===== src/rtl/led_pkg.sv =====
// led_pkg: definitions shared by the LED blinker and the fade/PWM brightness stage.
//   fade_state_t - 2-bit state of the fade controller
//   BLINK_CLK_HZ - blinker clock rate, shared with the blinker
//   PWM_BITS_DEF - default duty / PWM counter width
//   STEP_DIV_DEF - default clocks per one-LSB duty step (about 1 s full fade)
package led_pkg;

   localparam int BLINK_CLK_HZ = 50_000_000;
   localparam int PWM_BITS_DEF = 8;
   // One LSB step per 2^PWM_BITS-th of a second, so a 0->MAX fade lasts about 1 s.
   localparam int STEP_DIV_DEF = BLINK_CLK_HZ / (2 ** PWM_BITS_DEF);

   typedef enum logic [1:0] {
      OFF       = 2'd0,
      RAMP_UP   = 2'd1,
      ON        = 2'd2,
      RAMP_DOWN = 2'd3
   } fade_state_t;

endpackage


===== src/rtl/pwm_gen.sv =====
// pwm_gen: glitch-free PWM renderer.
//   blink_clk - clock, rising edge
//   sys_rst_n - asynchronous active-low reset
//   duty_in   - requested brightness, may change at any time
//   pwm_out   - registered PWM drive, high for duty_sh cycles of every 2^PWM_BITS
module pwm_gen
   import led_pkg::*;
#(
   parameter int PWM_BITS = PWM_BITS_DEF
) (
   input  logic                blink_clk,
   input  logic                sys_rst_n,
   input  logic [PWM_BITS-1:0] duty_in,
   output logic                pwm_out
);

   localparam logic [PWM_BITS-1:0] MAX = '1;

   logic [PWM_BITS-1:0] pwm_cnt;
   logic [PWM_BITS-1:0] duty_sh;

   always_ff @(posedge blink_clk or negedge sys_rst_n) begin
      if (!sys_rst_n) begin
         pwm_cnt <= '0;
         duty_sh <= '0;
         pwm_out <= 1'b0;
      end else begin
         pwm_cnt <= pwm_cnt + 1'b1;
         // Shadow copy only reloads at the end of a period so no period is
         // ever cut short or stretched by a duty change.
         if (pwm_cnt == MAX)
            duty_sh <= duty_in;
         // MAX must be solid on; a plain compare would leave one low cycle.
         pwm_out <= (duty_sh == MAX) | (pwm_cnt < duty_sh);
      end
   end

endmodule


===== src/rtl/led_fade_pwm.sv =====
// led_fade_pwm: turns the blinker's on/off request into linear fades and
// drives the LED pin with PWM.
//   blink_clk - clock, rising edge (same domain as the blinker)
//   sys_rst_n - asynchronous active-low reset
//   led_req   - requested LED level from the blinker
//   pwm_led   - registered PWM drive to the LED pin
//   fade_busy - high while ramping up or down
//   duty      - current ramp brightness (not the PWM shadow copy)
module led_fade_pwm
   import led_pkg::*;
#(
   parameter int PWM_BITS = PWM_BITS_DEF,
   parameter int STEP_DIV = STEP_DIV_DEF
) (
   input  logic                blink_clk,
   input  logic                sys_rst_n,
   input  logic                led_req,
   output logic                pwm_led,
   output logic                fade_busy,
   output logic [PWM_BITS-1:0] duty
);

   localparam int                  CNT_W   = (STEP_DIV > 1) ? $clog2(STEP_DIV) : 1;
   localparam logic [PWM_BITS-1:0] MAX     = '1;
   localparam logic [CNT_W-1:0]    TICK_AT = CNT_W'(STEP_DIV - 1);

   fade_state_t      state;
   logic [CNT_W-1:0] step_cnt;
   logic             ramping;
   logic             step_tick;

   function automatic logic [PWM_BITS-1:0] sat_inc(input logic [PWM_BITS-1:0] d);
      return (d == MAX) ? MAX : d + 1'b1;
   endfunction

   function automatic logic [PWM_BITS-1:0] sat_dec(input logic [PWM_BITS-1:0] d);
      return (d == '0) ? '0 : d - 1'b1;
   endfunction

   assign ramping   = (state == RAMP_UP) || (state == RAMP_DOWN);
   assign step_tick = ramping && (step_cnt == TICK_AT);

   // A request change is checked before step_tick in every ramp state, so a
   // reversal landing on a tick swallows that tick's duty update and restarts
   // the step interval in the new direction.
   always_ff @(posedge blink_clk or negedge sys_rst_n) begin
      if (!sys_rst_n) begin
         state     <= OFF;
         fade_busy <= 1'b0;
         duty      <= '0;
         step_cnt  <= '0;
      end else begin
         case (state)
            OFF: begin
               if (led_req) begin
                  state     <= RAMP_UP;
                  fade_busy <= 1'b1;
                  step_cnt  <= '0;
               end
            end
            ON: begin
               if (!led_req) begin
                  state     <= RAMP_DOWN;
                  fade_busy <= 1'b1;
                  step_cnt  <= '0;
               end
            end
            RAMP_UP: begin
               if (!led_req) begin
                  state    <= RAMP_DOWN;
                  step_cnt <= '0;
               end else if (step_tick) begin
                  step_cnt <= '0;
                  duty     <= sat_inc(duty);
                  if (sat_inc(duty) == MAX) begin
                     state     <= ON;
                     fade_busy <= 1'b0;
                  end
               end else begin
                  step_cnt <= step_cnt + 1'b1;
               end
            end
            RAMP_DOWN: begin
               if (led_req) begin
                  state    <= RAMP_UP;
                  step_cnt <= '0;
               end else if (step_tick) begin
                  step_cnt <= '0;
                  duty     <= sat_dec(duty);
                  if (sat_dec(duty) == '0) begin
                     state     <= OFF;
                     fade_busy <= 1'b0;
                  end
               end else begin
                  step_cnt <= step_cnt + 1'b1;
               end
            end
            default: begin
               state     <= OFF;
               fade_busy <= 1'b0;
               step_cnt  <= '0;
            end
         endcase
      end
   end

   pwm_gen #(
      .PWM_BITS (PWM_BITS)
   ) u_pwm (
      .blink_clk (blink_clk),
      .sys_rst_n (sys_rst_n),
      .duty_in   (duty),
      .pwm_out   (pwm_led)
   );

endmodule


===== config.mk =====
export PLATFORM = sky130hd
export DESIGN_NAME = led_fade_pwm
export DESIGN_NICKNAME = d
export VERILOG_FILES = /design/src/rtl/led_pkg.sv /design/src/rtl/pwm_gen.sv /design/src/rtl/led_fade_pwm.sv
export SDC_FILE = /design/constraint.sdc
export NUM_CORES = 1
export LEC_CHECK = 0
export ABC_AREA = 1
export BUFFER_PORTS_ARGS = -buffer_cell sky130_fd_sc_hd__buf_2
export CORE_ASPECT_RATIO = 1.4
export CORE_MARGIN = 4
export CORE_UTILIZATION = 55
export DETAILED_ROUTE_END_ITERATION = 7
export PLACE_DENSITY_LB_ADDON = 0.08
export SLEW_MARGIN = 10
export SYNTH_ARGS = -nofsm -noshare
export SYNTH_HDL_FRONTEND = slang
export SYNTH_SLANG_ARGS = --single-unit

===== constraint.sdc =====
create_clock -name blink_clk -period 2.6 [get_ports blink_clk]
set_input_delay 0.26 -clock blink_clk [delete_from_list [all_inputs] [get_ports blink_clk]]
set_output_delay 0.26 -clock blink_clk [all_outputs]
set_load 0.01 [all_outputs]

Yosys cells after proc, flatten, opt, wreduce, memory -nomap -nowiden
Index checks and enable logic that the tools add are counted.
W data, S select, Z words.

cells by class
  add/subtract/negate cells = 4
  $lt $le $gt $ge = 1
  eq/ne operators = 20
  multiplexer cells = 31
  bitwise operators = 1
  reduce and logical (&&, ||, !) cells = 10

operator list
  cell                     count
  $mux W18                 5
  $pmux W18 S4             1
  $mux W8                  6
  $eq A8 B8 Y1 const B     4
  $add A18 B1 Y18 const B  1
  $eq A18 B18 Y1 const B   1
  $add A8 B1 Y8 const B    2
  $logic_not A8 Y1         2
  $mux W2                  8
  $pmux W8 S2              1
  $ne A2 B2 Y1 const B     6
  $lt A8 B8 Y1             1
  $mux W1                  8
  $pmux W2 S4              1
  $reduce_and A8 Y1        1
  $sub A8 B1 Y8 const B    1
  $ne A3 B2 Y1 const B     2
  $ne A3 B3 Y1 const B     2
  $reduce_and A6 Y1        1
  $reduce_and A5 Y1        1
  $eq A2 B2 Y1 const B     2
  $ne A2 B1 Y1 const B     2
  $pmux W1 S4              1
  $eq A2 B1 Y1 const B     1
  6 further kinds          6

storage, ports and cells
  register bits after elaboration = 46
  input bits = 3
  output and inout bits = 10
  word-level logic and storage cells = 74

Logic depth before layout (Yosys ltp)
  depth in word-level cells = 7
  gate-level depth with buffers = 13
  mapped depth without buffers = 12

Modules after synthesis
A second synthesis with hierarchy kept.

second synthesis, totals
  cell total of the unflattened synthesis = 418
  area total of the unflattened synthesis = 3195.6 um2

by module, submodules not included
  module        instances  cells each  area an instance (um2)  seq. area each (um2)
  led_fade_pwm  1          322         2302.2                  725.7
  pwm_gen       1          96          893.4                   425.4

Worst setup path after synthesis
OpenSTA, ideal clock, no wires.

  kind = flip-flop to flip-flop
  start point = register duty[0]
  end point = register state[1]
  setup time = 117 ps
  arrival = 1604 ps
  data required time = 2483 ps
  setup slack = 879 ps
  cell stages (with the launch flop) = 13
  buffers on the path = 0
  clock period less this slack = 1721 ps
  path through = dfrtp_1 > ha_1 > nand2_2 > nor2_2 > nand2_2 > nand3_1 > nand2_1 > nor2_1 > nand3_1 > nand2_1 > nand3_1 > nand2_1 > nand2_1

between the ends
  cells in the longest elaborated chain, start to end = 5
  elaborated cells between the ends (all ways) = 11
  those cells by class = 2 x add/sub; 4 x eq/ne; 2 x mux; 3 x reduce/logical

ends and longest elaborated chain
  what                                                     RTL line                                source
  from (decl)                                              led_fade_pwm.sv:20                      output logic [PWM_BITS-1:0] duty
  from (signal assigned)                                   led_fade_pwm.sv:74                      duty <= sat_inc(duty);
  from (signal assigned)                                   led_fade_pwm.sv:89                      duty <= sat_dec(duty);
  $add A8 B1 Y8, or another cell as far along              led_fade_pwm.sv:33                      return (d == MAX) ? MAX : d + 1'b1;
  $mux W8, on equally long branches                        led_fade_pwm.sv:33, led_fade_pwm.sv:37
  $eq A8 B8 Y1 / $logic_not A8 Y1 (equally long branches)  led_fade_pwm.sv:75, led_fade_pwm.sv:90
  $ne A3 B2 Y1 (no source line)                            --
  $reduce_and A6 Y1 (no source line) *                     --
  to (signal assigned)                                     led_fade_pwm.sv:48                      state <= OFF;
  to (signal assigned)                                     led_fade_pwm.sv:76                      state <= ON;
  to (signal assigned)                                     led_fade_pwm.sv:85                      state <= RAMP_UP;
  to (decl)                                                led_fade_pwm.sv:27                      fade_state_t state;

Every way passes the cells marked *; elsewhere a longest branch is shown, timed or not.
A chain may end at the register's enable or synchronous reset.

Worst setup path after layout
  start point = register state[1]
  end point = register step_cnt[12]

between the ends
  cells in the longest elaborated chain, start to end = 6
  elaborated cells between the ends (all ways) = 13
  those cells by class = 5 x eq/ne; 4 x mux; 4 x reduce/logical

ends and longest elaborated chain
  what                                                 RTL line                                source
  from (signal assigned)                               led_fade_pwm.sv:48
  from (signal assigned)                               led_fade_pwm.sv:56                      state <= RAMP_UP;
  from (signal assigned)                               led_fade_pwm.sv:63                      state <= RAMP_DOWN;
  $eq A2 B1 Y1 / $eq A2 B2 Y1 (equally long branches)  led_fade_pwm.sv:40, led_fade_pwm.sv:53
  $logic_or A1 B1 Y1                                   led_fade_pwm.sv:40                      assign ramping = (state == RAMP_UP) || (state == RAMP_DOWN);
  $logic_and A1 B1 Y1                                  led_fade_pwm.sv:41                      assign step_tick = ramping && (step_cnt == TICK_AT);
  $mux W18                                             led_fade_pwm.sv:72, led_fade_pwm.sv:87
  $mux W18, on equally long branches                   led_fade_pwm.sv:84, led_fade_pwm.sv:69
  $pmux W18 S4                                         led_fade_pwm.sv:53                      case (state)
  to (signal assigned)                                 led_fade_pwm.sv:80                      step_cnt <= step_cnt + 1'b1;
  to (signal assigned)                                 led_fade_pwm.sv:95                      step_cnt <= step_cnt + 1'b1;
  to (decl)                                            led_fade_pwm.sv:28                      logic [CNT_W-1:0] step_cnt;

Parallel ways exist; a longest one is shown, timed or not.

==> results by group <==
Logic synthesis
  – Post-synthesis cell count: 381
  – Largest area contributor in the netlist: dfrtp_1
  – #FFs+latches synth: 46
  – Register area share after synthesis: 0.3952
  – Yosys top cell area share: 0.3952
  – Syn nets: 401
  – Mapped Area: 2913 µm²
  – Count of cell types in the netlist: 35
  – Avg Cell Area, Syn: 7.645 µm²
  – Top cells by area, synth: dfrtp_1 (40%), nand2_1 (11%), ha_1 (7.3%)
  – YS warnings: 0

Route
  – TritonRoute pass-1 iters: 4
  – DR vias/cell: 5.523
  – DRT iter0 DRCs: 235
  – Top routing layer used: met4
  – Met2 routed WL: 3.161 mm
  – Final ANT Viol Nets: 0
  – Wire length per cell: 13.39 µm
  – Routed WL: 6.198 mm
  – M1 WL: 2.626 mm
  – Drt drc: 0
  – Met3 Wirelength: 246 µm
  – Via count: 2557

Global route
  – Remaining Overflow, GRT: 0
  – Initial antenna violation count: 0
  – Largest net degree at the start of global routing: 47
  – Total GRT Usage: 0.2032
  – Vias in the first global route: 2345
  – First-pass GRT wire length: 10.74 mm

Clocking
  – CTS Hold Buffers Added: 0
  – H-Tree Depth: 2
  – TritonCTS Buffers: 5
  – Skew-Pair Late Insertion Delay: 310 ps
  – Setup Buffers After CTS: 0
  – Cts repair resizes: 0
  – Worst-path clk slew: 90 ps
  – Clk buf depth: 2
  – CTS tree: yes
  – Root Buffer: clkbuf_8
  – Sink Count: 46

Timing
  – F_max: 494.0 MHz
  – Fin. Hold Viols: 0
  – Setup tns final: 0 ps
  – Slew Limit Fails: 0
  – Relative slew slack: 0.3194
  – Endpoints failing setup: 0
  – Tcrit/Tclk final: 0.7786
  – Worst Max-Slew Pin Slew: 1021 ps
  – Final Skew: 12.75 ps
  – Post-layout min period: 2024 ps
  – RSZ-0062 raised after global routing: false

Floorplan
  – Die width: 69.51 µm
  – Die boundary height: 94.11 µm
  – Initial Util: 0.5646
  – Top Ports: 13
  – Core ar.: 5159 µm²
  – FP Rows: 31
  – Die Footprint: 6541 µm²

Finish
  – Area taken by flip-flops and latches: 1151 µm²
  – Multi-input gate area: 1523 µm²
  – Fin nets: 416
  – Commonest cells after routing, fill and taps aside: nand2_1 (83), inv_1 (50), dfrtp_1 (46)
  – Layout area overhead: 7.260%
  – Commonest non-fill, non-tap cell in the layout: nand2_1
  – Non-Filler Instances: 463
  – # diodes: 0
  – Filler Cells Inserted: 488
  – Share of cells above drive strength 1: 0.08816

Critical path
  – Critical path fanouts, max: 14
  – CP Cell Sequence: ha_1 -> inv_1 -> nor2_1 -> nor2_1 -> nor2_1 -> nand2_1 -> a2bb2oi_1
  – CP endpoint kind: register
  – WP data required: 2830 ps
  – Critical path data arrival time: 2250 ps
  – Reg2reg setup slack: 580 ps
  – CP max-delay cell: dfrtp_1
  – Critical path's most frequent cell: nor2_1
  – Crit path kind: register to register
  – Critical Path Start Type: register
  – Slowest cell delay on critical path: 430 ps

Placed design
  – Placed Cells: 455
  – Port bufs: 12
  – Placer Congestion: 0.9046
  – HPWL after DPL: 4.698 mm

Pwr
  – Pwr Density: 547.4 nW/µm²
  – Peak VDD IR: 0.0003810 V
  – P_leak: 1.458 nW

Worst hold path
  – Hold Crit Class: input port to asynchronous set/reset pin

Run status
  – Status: complete, no violations

Flow run
  – Max-Cap Viols: 0
[cells by family (layout without fill, tap and decap cells)]
| group | after synthesis | after routing | synth area share |
|---|---|---|---|
| buffers and inverters | 58 | 74 | 0.08204 |
| adders and majority gates | 17 | 17 | 0.07302 |
| DFF | 46 | 46 | 0.3952 |
| and+or+nand+nor | 186 | 186 | 0.2960 |
| xor gates and xnor gates | 10 | 10 | 0.03007 |
| AOI/OAI and AO/OA | 64 | 64 | 0.1237 |
[routing by layer]
metal | GRT usage | vias to the layer above
li1 | - | 1279
met1 | 0.2444 | 1190
met2 | 0.3631 | 69
met3 | 0.03319 | 19
met4 | 0.07492 | 0
met5 | 0 | -
[power by group]
| part | internal [mW] | total (mW) | switching [mW] |
|---|---|---|---|
| Sequential | 0.742 | 0.767 | 0.0253 |
| Clock | 0.193 | 0.458 | 0.266 |
| Combinational | 0.149 | 0.485 | 0.336 |
[registers in the layout (all words and copies together), names as in the netlist]
signal / flops
u_pwm.duty_sh: 8
u_pwm.pwm_cnt: 8
step_cnt: 18
state: 2
fade_busy: 1
u_pwm.pwm_out: 1
duty: 8
[metrics by stage]
step / instance area (µm²) / util / hold slack [ps] / total power, mW / setup WS [ps]
6_report: 3124 / 0.6056 / 129.1 / 1.710 / 575.8
5_1_grt: 3124 / 0.6056 / 206.6 / 1.840 / 328.5
4_1_cts: 3124 / 0.6056 / 161.2 / 1.736 / 552.5
3_5_place_dp: 3032 / 0.5877 / 462.3 / 1.269 / 566.3
3_3_place_gp: 3032 / 0.5877 / 460.4 / 1.265 / 583.3
2_1_floorplan: 2913 / - / -35.59 / 1.130 / 878.9
[synth_stat cells]
master     count
a21oi_1       18
nor4_1         1
a211oi_1       2
o22ai_1        1
buf_2          1
xnor2_1        2
clkinv_4       1
a22oi_1        3
nor2_1        42
inv_2          1
ha_1          17
nand4_4        1
nor2_2         2
xor2_1         8
nand3_4        1
nor3_2         1
o21ai_1        2
o21a_1         4
nand4_2        1
nand2_1       83
nand2_2        2
buf_4          2
a2bb2oi_1      3
buf_6          1
nor3_1         7
inv_1         50
o21ai_0       29
nand3_1       32
nor2_4         2
nor3b_4        1
dfrtp_1       46
nand4_1        9
o211ai_1       2
clkbuf_1       2
nor3b_1        1
[critical path: cells and delay by family, from the launching register on]
kind,cells,cell delay (ps)
simple gates,4,780
flops,1,430
fa+ha+maj,1,310
buf+inv,1,260
compound gates,1,180
[cell type report]
| cell class | instances | share of cell area |
|---|---|---|
| Clock buffer | 5 | 0.02203 |
| Clock inverter | 3 | 0.007609 |
| Inverter | 52 | 0.06408 |
| Multi-Input combinational cell | 277 | 0.4874 |
| Sequential cell | 46 | 0.3684 |
| Tap cell | 66 | 0.02643 |
| Timing Repair Buffer | 14 | 0.02403 |
[path summary, 6_finish.rpt]
path	depth (start not counted)	end	startpoint
setup / recovery	7	step_cnt[12]	state[1]
hold / removal	1	duty[3]	sys_rst_n
setup reg to reg	7	step_cnt[12]	state[1]
hold reg to reg	1	u_pwm.pwm_cnt[0]	u_pwm.pwm_cnt[0]
max in group asynchronous	1	step_cnt[2]	sys_rst_n
min in group blink_clk	5	state[1]	led_req
Power figures use the tool's default switching activity.
